## src/rtl/beta_mem_arb_pkg.sv

```systemverilog
// Shared definitions for the Beta memory-port arbiter:
// FSM state encoding and the architectural exception vectors.
package beta_mem_arb_pkg;

  typedef enum logic [1:0] {
    IDLE   = 2'd0,
    I_BUSY = 2'd1,
    D_BUSY = 2'd2
  } arb_state_e;

  localparam logic [31:0] RESET = 32'h8000_0000;
  localparam logic [31:0] ILLOP = 32'h8000_0004;
  localparam logic [31:0] XADR  = 32'h8000_0008;

endpackage

```

## src/rtl/beta_mem_arb.sv

```systemverilog
// Arbitrates the single memory port between instruction fetch and data access.
// Ports: clk/rst_n; if_* fetch side; d_* data side; m_* memory port; fault.
module beta_mem_arb
  import beta_mem_arb_pkg::*;
#(
  parameter int STARVE_MAX = 4,
  parameter int TIMEOUT    = 255
) (
  input  logic        clk,
  input  logic        rst_n,
  input  logic        if_req,
  input  logic [31:0] if_addr,
  output logic [31:0] if_data,
  output logic        if_valid,
  output logic        if_stall,
  input  logic        d_req,
  input  logic        d_we,
  input  logic [31:0] d_addr,
  input  logic [31:0] d_wdata,
  output logic [31:0] d_rdata,
  output logic        d_valid,
  output logic        d_stall,
  output logic        m_req,
  output logic        m_we,
  output logic [31:0] m_addr,
  output logic [31:0] m_wdata,
  input  logic [31:0] m_rdata,
  input  logic        m_ack,
  output logic        fault
);

  localparam int SW = (STARVE_MAX < 1) ? 1
                    : $clog2(STARVE_MAX + 1);
  localparam int TW = (TIMEOUT < 2) ? 1
                    : $clog2(TIMEOUT + 1);

  localparam logic [SW-1:0] S_MAX  = SW'(STARVE_MAX);
  localparam logic [TW-1:0] T_LAST = TW'(TIMEOUT - 1);

  arb_state_e state;
  arb_state_e nstate;

  logic [SW-1:0] starve;
  logic [TW-1:0] tcnt;
  logic [31:0]   addr_q;
  logic [31:0]   wdata_q;
  logic          we_q;

  logic busy;
  logic gnt_d;
  logic gnt_i;
  logic ack;
  logic tmo;
  logic done;

  // State register
  always_ff @(posedge clk or negedge rst_n) begin
    if (!rst_n) begin
      state <= IDLE;
    end else begin
      state <= nstate;
    end
  end

  // Next-state logic
  always_comb begin
    nstate = state;
    unique case (state)
      IDLE: begin
        if (gnt_d) begin
          nstate = D_BUSY;
        end else if (gnt_i) begin
          nstate = I_BUSY;
        end
      end
      I_BUSY, D_BUSY: begin
        if (done) begin
          nstate = IDLE;
        end
      end
      default: nstate = IDLE;
    endcase
  end

  // Output / decode logic
  always_comb begin
    busy  = (state != IDLE);
    // Data wins unless fetch has waited through
    // STARVE_MAX consecutive data grants.
    gnt_d = (state == IDLE) && d_req &&
            (!if_req || (starve < S_MAX));
    gnt_i = (state == IDLE) && !gnt_d && if_req;
    ack   = busy && m_ack;
    // m_ack on the last allowed cycle beats the timeout.
    tmo   = busy && !m_ack && (tcnt == T_LAST);
    done  = ack || tmo;

    m_req    = busy;
    m_we     = busy && we_q;
    m_addr   = addr_q;
    m_wdata  = wdata_q;
    if_stall = if_req && !if_valid;
    d_stall  = d_req && !d_valid;
  end

  // Grant capture, counters and result registers
  always_ff @(posedge clk or negedge rst_n) begin
    if (!rst_n) begin
      addr_q   <= '0;
      wdata_q  <= '0;
      we_q     <= 1'b0;
      starve   <= '0;
      tcnt     <= '0;
      if_data  <= '0;
      d_rdata  <= '0;
      if_valid <= 1'b0;
      d_valid  <= 1'b0;
      fault    <= 1'b0;
    end else begin
      if_valid <= done && (state == I_BUSY);
      d_valid  <= done && (state == D_BUSY);
      fault    <= tmo;

      if (gnt_d) begin
        addr_q  <= d_addr;
        wdata_q <= d_wdata;
        we_q    <= d_we;
        tcnt    <= '0;
        if (if_req && (starve < S_MAX)) begin
          starve <= starve + SW'(1);
        end
      end else if (gnt_i) begin
        addr_q  <= if_addr;
        wdata_q <= '0;
        we_q    <= 1'b0;
        tcnt    <= '0;
        starve  <= '0;
      end else if (busy && !done) begin
        tcnt <= tcnt + TW'(1);
      end

      if (ack) begin
        if (state == I_BUSY) begin
          if_data <= m_rdata;
        end else if (!we_q) begin
          // Writes leave the last read value in place.
          d_rdata <= m_rdata;
        end
      end else if (tmo) begin
        if (state == I_BUSY) begin
          if_data <= '0;
        end else begin
          d_rdata <= '0;
        end
      end
    end
  end

endmodule

```

## config.mk

```make
export PLATFORM = sky130hd
export DESIGN_NAME = beta_mem_arb
export DESIGN_NICKNAME = d
export VERILOG_FILES = /design/src/rtl/beta_mem_arb_pkg.sv /design/src/rtl/beta_mem_arb.sv
export SDC_FILE = /design/constraint.sdc
export NUM_CORES = 1
export LEC_CHECK = 0
export ABC_AREA = 0
export CAP_MARGIN = 20
export CORE_MARGIN = 2
export CORE_UTILIZATION = 45
export DETAILED_ROUTE_END_ITERATION = 10
export HOLD_SLACK_MARGIN = 0.15
export PLACE_DENSITY = 0.88
export REMOVE_ABC_BUFFERS = 1
export SLEW_MARGIN = 15
export SYNTH_ARGS = -nofsm -noshare
export SYNTH_HDL_FRONTEND = slang
export SYNTH_SLANG_ARGS = --single-unit
```

## constraint.sdc

```tcl
create_clock -name clk -period 2.6 [get_ports clk]
set_input_delay 0.52 -clock clk [delete_from_list [all_inputs] [get_ports clk]]
set_output_delay 0.52 -clock clk [all_outputs]
set_load 0.01 [all_outputs]
```

# After elaboration in Yosys (flattened, before gate mapping)
# Cells that the tools add are included.
[totals] wordCells=79 input_bits=134 mem_count=0 mem_bits_ro=0 register_bits=145 latchBits=0 ram_bits=0
[op_classes] n_bitwise=1 order_cmp=1 shifts=0 eq_ne=7 multipliers=0 n_addsub=2 n_div=0 n_reduce_logical=32 muxes=25
[op_table] cell="$mux W32" count=13
[op_table] cell="$mux W8" count=3
[op_table] cell="$logic_and A1 B1 Y1" count=14
[op_table] cell="$mux W3" count=3
[op_table] cell="$add A8 B1 Y8 const B" count=1
[op_table] cell="$eq A8 B8 Y1 const B" count=1
[op_table] cell="$logic_not A1 Y1" count=6
[op_table] cell="$mux W2" count=3
[op_table] cell="$reduce_and A2 Y1" count=3
[op_table] cell="$reduce_bool A2 Y1" count=3
[op_table] cell="$ne A2 B2 Y1 const B" count=2
[op_table] cell="$pmux W2 S2" count=1
[op_table] cell="$add A3 B1 Y3 const B" count=1
[op_table] cell="$lt A3 B3 Y1 const B" count=1
[op_table] cell="$ne A3 B3 Y1 const B" count=1
[op_table] cell="$reduce_and A3 Y1" count=1
[op_table] cell="$reduce_bool A3 Y1" count=1
[op_table] cell="$eq A2 B1 Y1 const B" count=1
[op_table] cell="$eq A2 B2 Y1 const B" count=1
[op_table] cell="$logic_not A2 Y1" count=1
[op_table] cell="$logic_or A1 B1 Y1" count=2
[op_table] cell="$mux W1" count=2
[op_table] cell="$ne A2 B1 Y1 const B" count=1
[op_table] cell="$reduce_or A2 Y1" count=1
[op_table] cell="$not A1 Y1" count=1

# Depth between registers and ports, before layout
[logic_depth] ltp_word=9 ltp_mapped=8

# Worst setup path before layout
# No wires, ideal clock.
[synth_timing] path_kind="reg2reg" start="register state[0]" end="register tcnt[2]" path_stages_with_launch=8 synth_period_minus_slack_ps=1679 t_arrival_ps=1553 slack_ps=921 required_time_ps=2474 path_buffers=1 path_cell_list="dfrtp_1 inv_1 ha_1 buf_2 nor2_1 o21ai_1 and2_1 a221o_1"
[synth_via] elab_chain_cells=8
[synth_lines] item="start, declared" line="beta_mem_arb.sv:40" rtl="arb_state_e state;"
[synth_lines] item="start signal, assigned" line="beta_mem_arb.sv:61" rtl="state <= nstate;"
[synth_lines] item="$logic_not A2 Y1" line="beta_mem_arb.sv:90, beta_mem_arb.sv:92"
[synth_lines] item="$logic_and A1 B1 Y1 (2 in series)" line="beta_mem_arb.sv:90" rtl="gnt_d = (state == IDLE) && d_req &&"
[synth_lines] item="$logic_not A1 Y1" line="beta_mem_arb.sv:92" rtl="gnt_i = (state == IDLE) && !gnt_d && if_req;"
[synth_lines] item="$logic_and A1 B1 Y1 (2 in series)" line="beta_mem_arb.sv:92"
[synth_lines] item="$mux W8" line="beta_mem_arb.sv:132" rtl="end else if (gnt_i) begin"
[synth_lines] item="$mux W8" line="beta_mem_arb.sv:124" rtl="if (gnt_d) begin"
[synth_lines] item="end signal, assigned" line="beta_mem_arb.sv:139" rtl="tcnt <= tcnt + TW'(1);"
[synth_lines] item="end, declared" line="beta_mem_arb.sv:44" rtl="logic [TW-1:0] tcnt;"
# Parallel ways exist; a longest one is shown, timed or not.
# A chain may end at the register's enable or synchronous reset.

# Final worst setup path
[layout_timing] start="register state[0]" end="output m_we"
[layout_via] elab_chain_cells=2
[layout_lines] item="$reduce_bool A2 Y1" line="beta_mem_arb.sv:87" rtl="busy = (state != IDLE);"
[layout_lines] item="$logic_and A1 B1 Y1" line="beta_mem_arb.sv:99" rtl="m_we = busy && we_q;"
[layout_lines] item="end, declared" line="beta_mem_arb.sv:24" rtl="output logic m_we,"
# No other way between the ends.

==> run summary <==
Sw power: 3.66 mW
DRT Wirelength: 16.9 mm
Crit. Startpoint: state[0]
P_leak: 3.99 nW
Clock transition at path regs: 60 ps
DRT iter0 DRCs: 442
Register area share after synthesis: 61.6%
Fin worst setup slack: 207 ps
Slew @ Worst Pin: 801 ps
Most common cell in the netlist: dfrtp_1
Req. time, crit path: 2080 ps
Vias in the first global route: 5090
Top-area cell type share of the netlist area: 61.6%
Final setup vio count: 0
DP Worst Slack: 256 ps
Clock power frac: 22.0%
Main synth FF type: dfrtp_1
Maximum clock frequency: 418 MHz
Root buf cell: clkbuf_16
Switching portion of total power: 32.5%
Power Density: 1200 nW/µm²
Global-route wire length before repair: 26.9 mm
Final #Nets: 857
Comb pwr share: 43.7%
Effective utilization at floorplan: 46.3%
Total track usage: 24.4%
Final Power: 11.3 mW
CP startpoint kind: flop
Dpl hpwl: 12.2 mm
Status: finished clean
CTS tree: done
Crit path max fanout: 13
Clk_lat worst skew: 410 ps
Antenna diodes: 0
Tightest Hold Check Type: reg -> reg
WP data arrival: 1870 ps
Count of unique library cells instantiated by Yosys: 36
Tcrit/Tclk final: 92.0%
CTS max path bufs: 2
Synth top area cells: dfrtp_1 62%, a32o_1 11%, mux2i_1 5.4%
Die span in y: 118 µm
Crit Path Class: reg -> out
Flops & latches, synth: 145
Fin crit period: 2390 ps
Synth Area per Inst: 12.9 µm²
Synth-to-Final Area Change: 58.8%
Max Slew Vio Count: 0
DR vias/cell: 5.56
Worst vdd ir: 0.541 mV
Area of the mapped netlist: 5890 µm²
Die area: 14000 µm²
Die W: 118 µm
DRT antenna net count: 0
CP Capture Type: output pin
Row count: 41
CTS H-tree lvls: 4
Via count: 5017
Commonest cells post-synth: 145 x dfrtp_1, 63 x a32o_1, 36 x o21ai_0
Clock sink count: 145
Post-synthesis instance total: 458
Core box area: 12700 µm²
Worst R2R Start: state[0]
Post-synth top area cell: dfrtp_1
Num ports: 269
Initial antenna violation count: 0
Relative slew slack: 46.3%
FFs w/ async S/R, synth: 100%
Worst hold start: d_rdata[31]
GRT overflow: 0
Max Clock Skew: 7.05 ps
RePlAce Congestion: 0.799
Post-route setup TNS: 0 ps
Post-route DRC: 0
Hold Fails Final Rpt: 0
Syn. warnings: 0
RSZ-0062 raised after global routing: no
Reg power frac: 34.3%
EDFF count, synth: 0
Total of max-cap violations: 0
Largest net degree at the start of global routing: 81
Layout cell share with drive strength beyond 1: 7.26%
DR WL/cell: 18.8 µm
Number of CTS-inserted buffers: 17
Pre-antenna DRT Iters: 5
Count of input and output buffers: 268
Power Internal: 7.61 mW
-- through the flow --
step / std cells / area (µm²) / utilization (%) / hold WS [ps]
floorplan: 417 / 5680 / - / 224
global placement: 869 / 8740 / 68.7 / 460
detailed placement: 869 / 8740 / 68.7 / 466
CTS: 902 / 9350 / 73.5 / 476
global route: 902 / 9360 / 73.5 / 485
finish: 902 / 9360 / 73.5 / 474
-- cells in the final DEF (no fill, tap or decap), types with 3 or more instances in the layout --
cell / Yosys / final
clkinv_2: 0 / 3
mux2i_1: 32 / 32
bufinv_16: 0 / 3
nand3_1: 11 / 11
nor3b_1: 4 / 4
dfrtp_1: 145 / 145
and3_1: 7 / 6
nor3_1: 4 / 3
buf_4: 1 / 8
o21ai_0: 36 / 35
clkbuf_1: 20 / 3
a22o_1: 35 / 35
ha_1: 6 / 5
nand2_1: 35 / 35
a32o_1: 63 / 63
inv_1: 6 / 6
clkbuf_8: 0 / 3
nor2b_1: 8 / 7
buf_12: 0 / 4
clkdlybuf4s50_1: 0 / 266
clkbuf_16: 0 / 17
nor2_1: 4 / 4
-- area by class of cell --
class                           instances  area, µm²
Fill cell                             853       3370
Multi-Input combinational cell        266       2050
Timing Repair Buffer                  281       2830
Clock inverter                          9        129
Clock buffer                           23        478
Inverter                                6       22.5
Sequential cell                       145       3630
Tap cell                              172        215
-- path summary, 6_finish.rpt --
path,end,cells after the start,slack (ps)
max,m_we,4,210
min,d_rdata[31],1,470
max reg2reg,tcnt[2],6,560
min reg2reg,d_rdata[31],1,470
max in group asynchronous,d_rdata[2],3,1120
min in group asynchronous,m_wdata[17],2,670
-- layer usage --
layer	vias to the layer above	part of all wire [%]	routed length (µm)	track usage (%)
li1	2278	-	-	-
met3	32	8.8	1490	7.87
met4	0	2.3	386	9.23
met1	2430	39	6580	29.0
met5	-	0	0	0
met2	277	50	8490	41.5
-- timing repair --
action                     in CTS  in global routing
gates resized for setup         0                  1
hold buffers                    1                  0
setup buffers                   0                  0
hold endpoints to repair       63                  0
setup endpoints to repair       0                  2
-- state kept, by name, indices dropped and copies added, names as in the netlist, 2 cells and up --
register / count
if_data: 32
m_wdata: 32
state: 2
starve: 3
d_rdata: 32
tcnt: 8
m_addr: 32
-- cells by family after synthesis --
group	Yosys count	share of synthesized area, %
flops	145	61.6
buf+inv	47	3.97
mux	33	5.63
fa+ha+maj	6	1.27
compound gates	149	20.9
simple gates	77	6.50
xor+xnor	1	0.149
-- power groups by stage --
stage,combinational [mW],sequential [mW],clock [mW]
2_1_floorplan,1.72,4.25,0
3_3_place_gp,4.81,3.81,0
3_5_place_dp,4.95,3.88,0
4_1_cts,4.97,3.87,2.53
5_1_grt,5.26,3.98,2.65
6_report,4.93,3.87,2.48
-- critical path, stage by stage (launching register included) --
cell	delay, ps
dfrtp_1	390
inv_1	90
ha_2	280
nor2b_1	150
clkdlybuf4s50_1	560
Note: power is estimated with default switching activity, not from simulation.
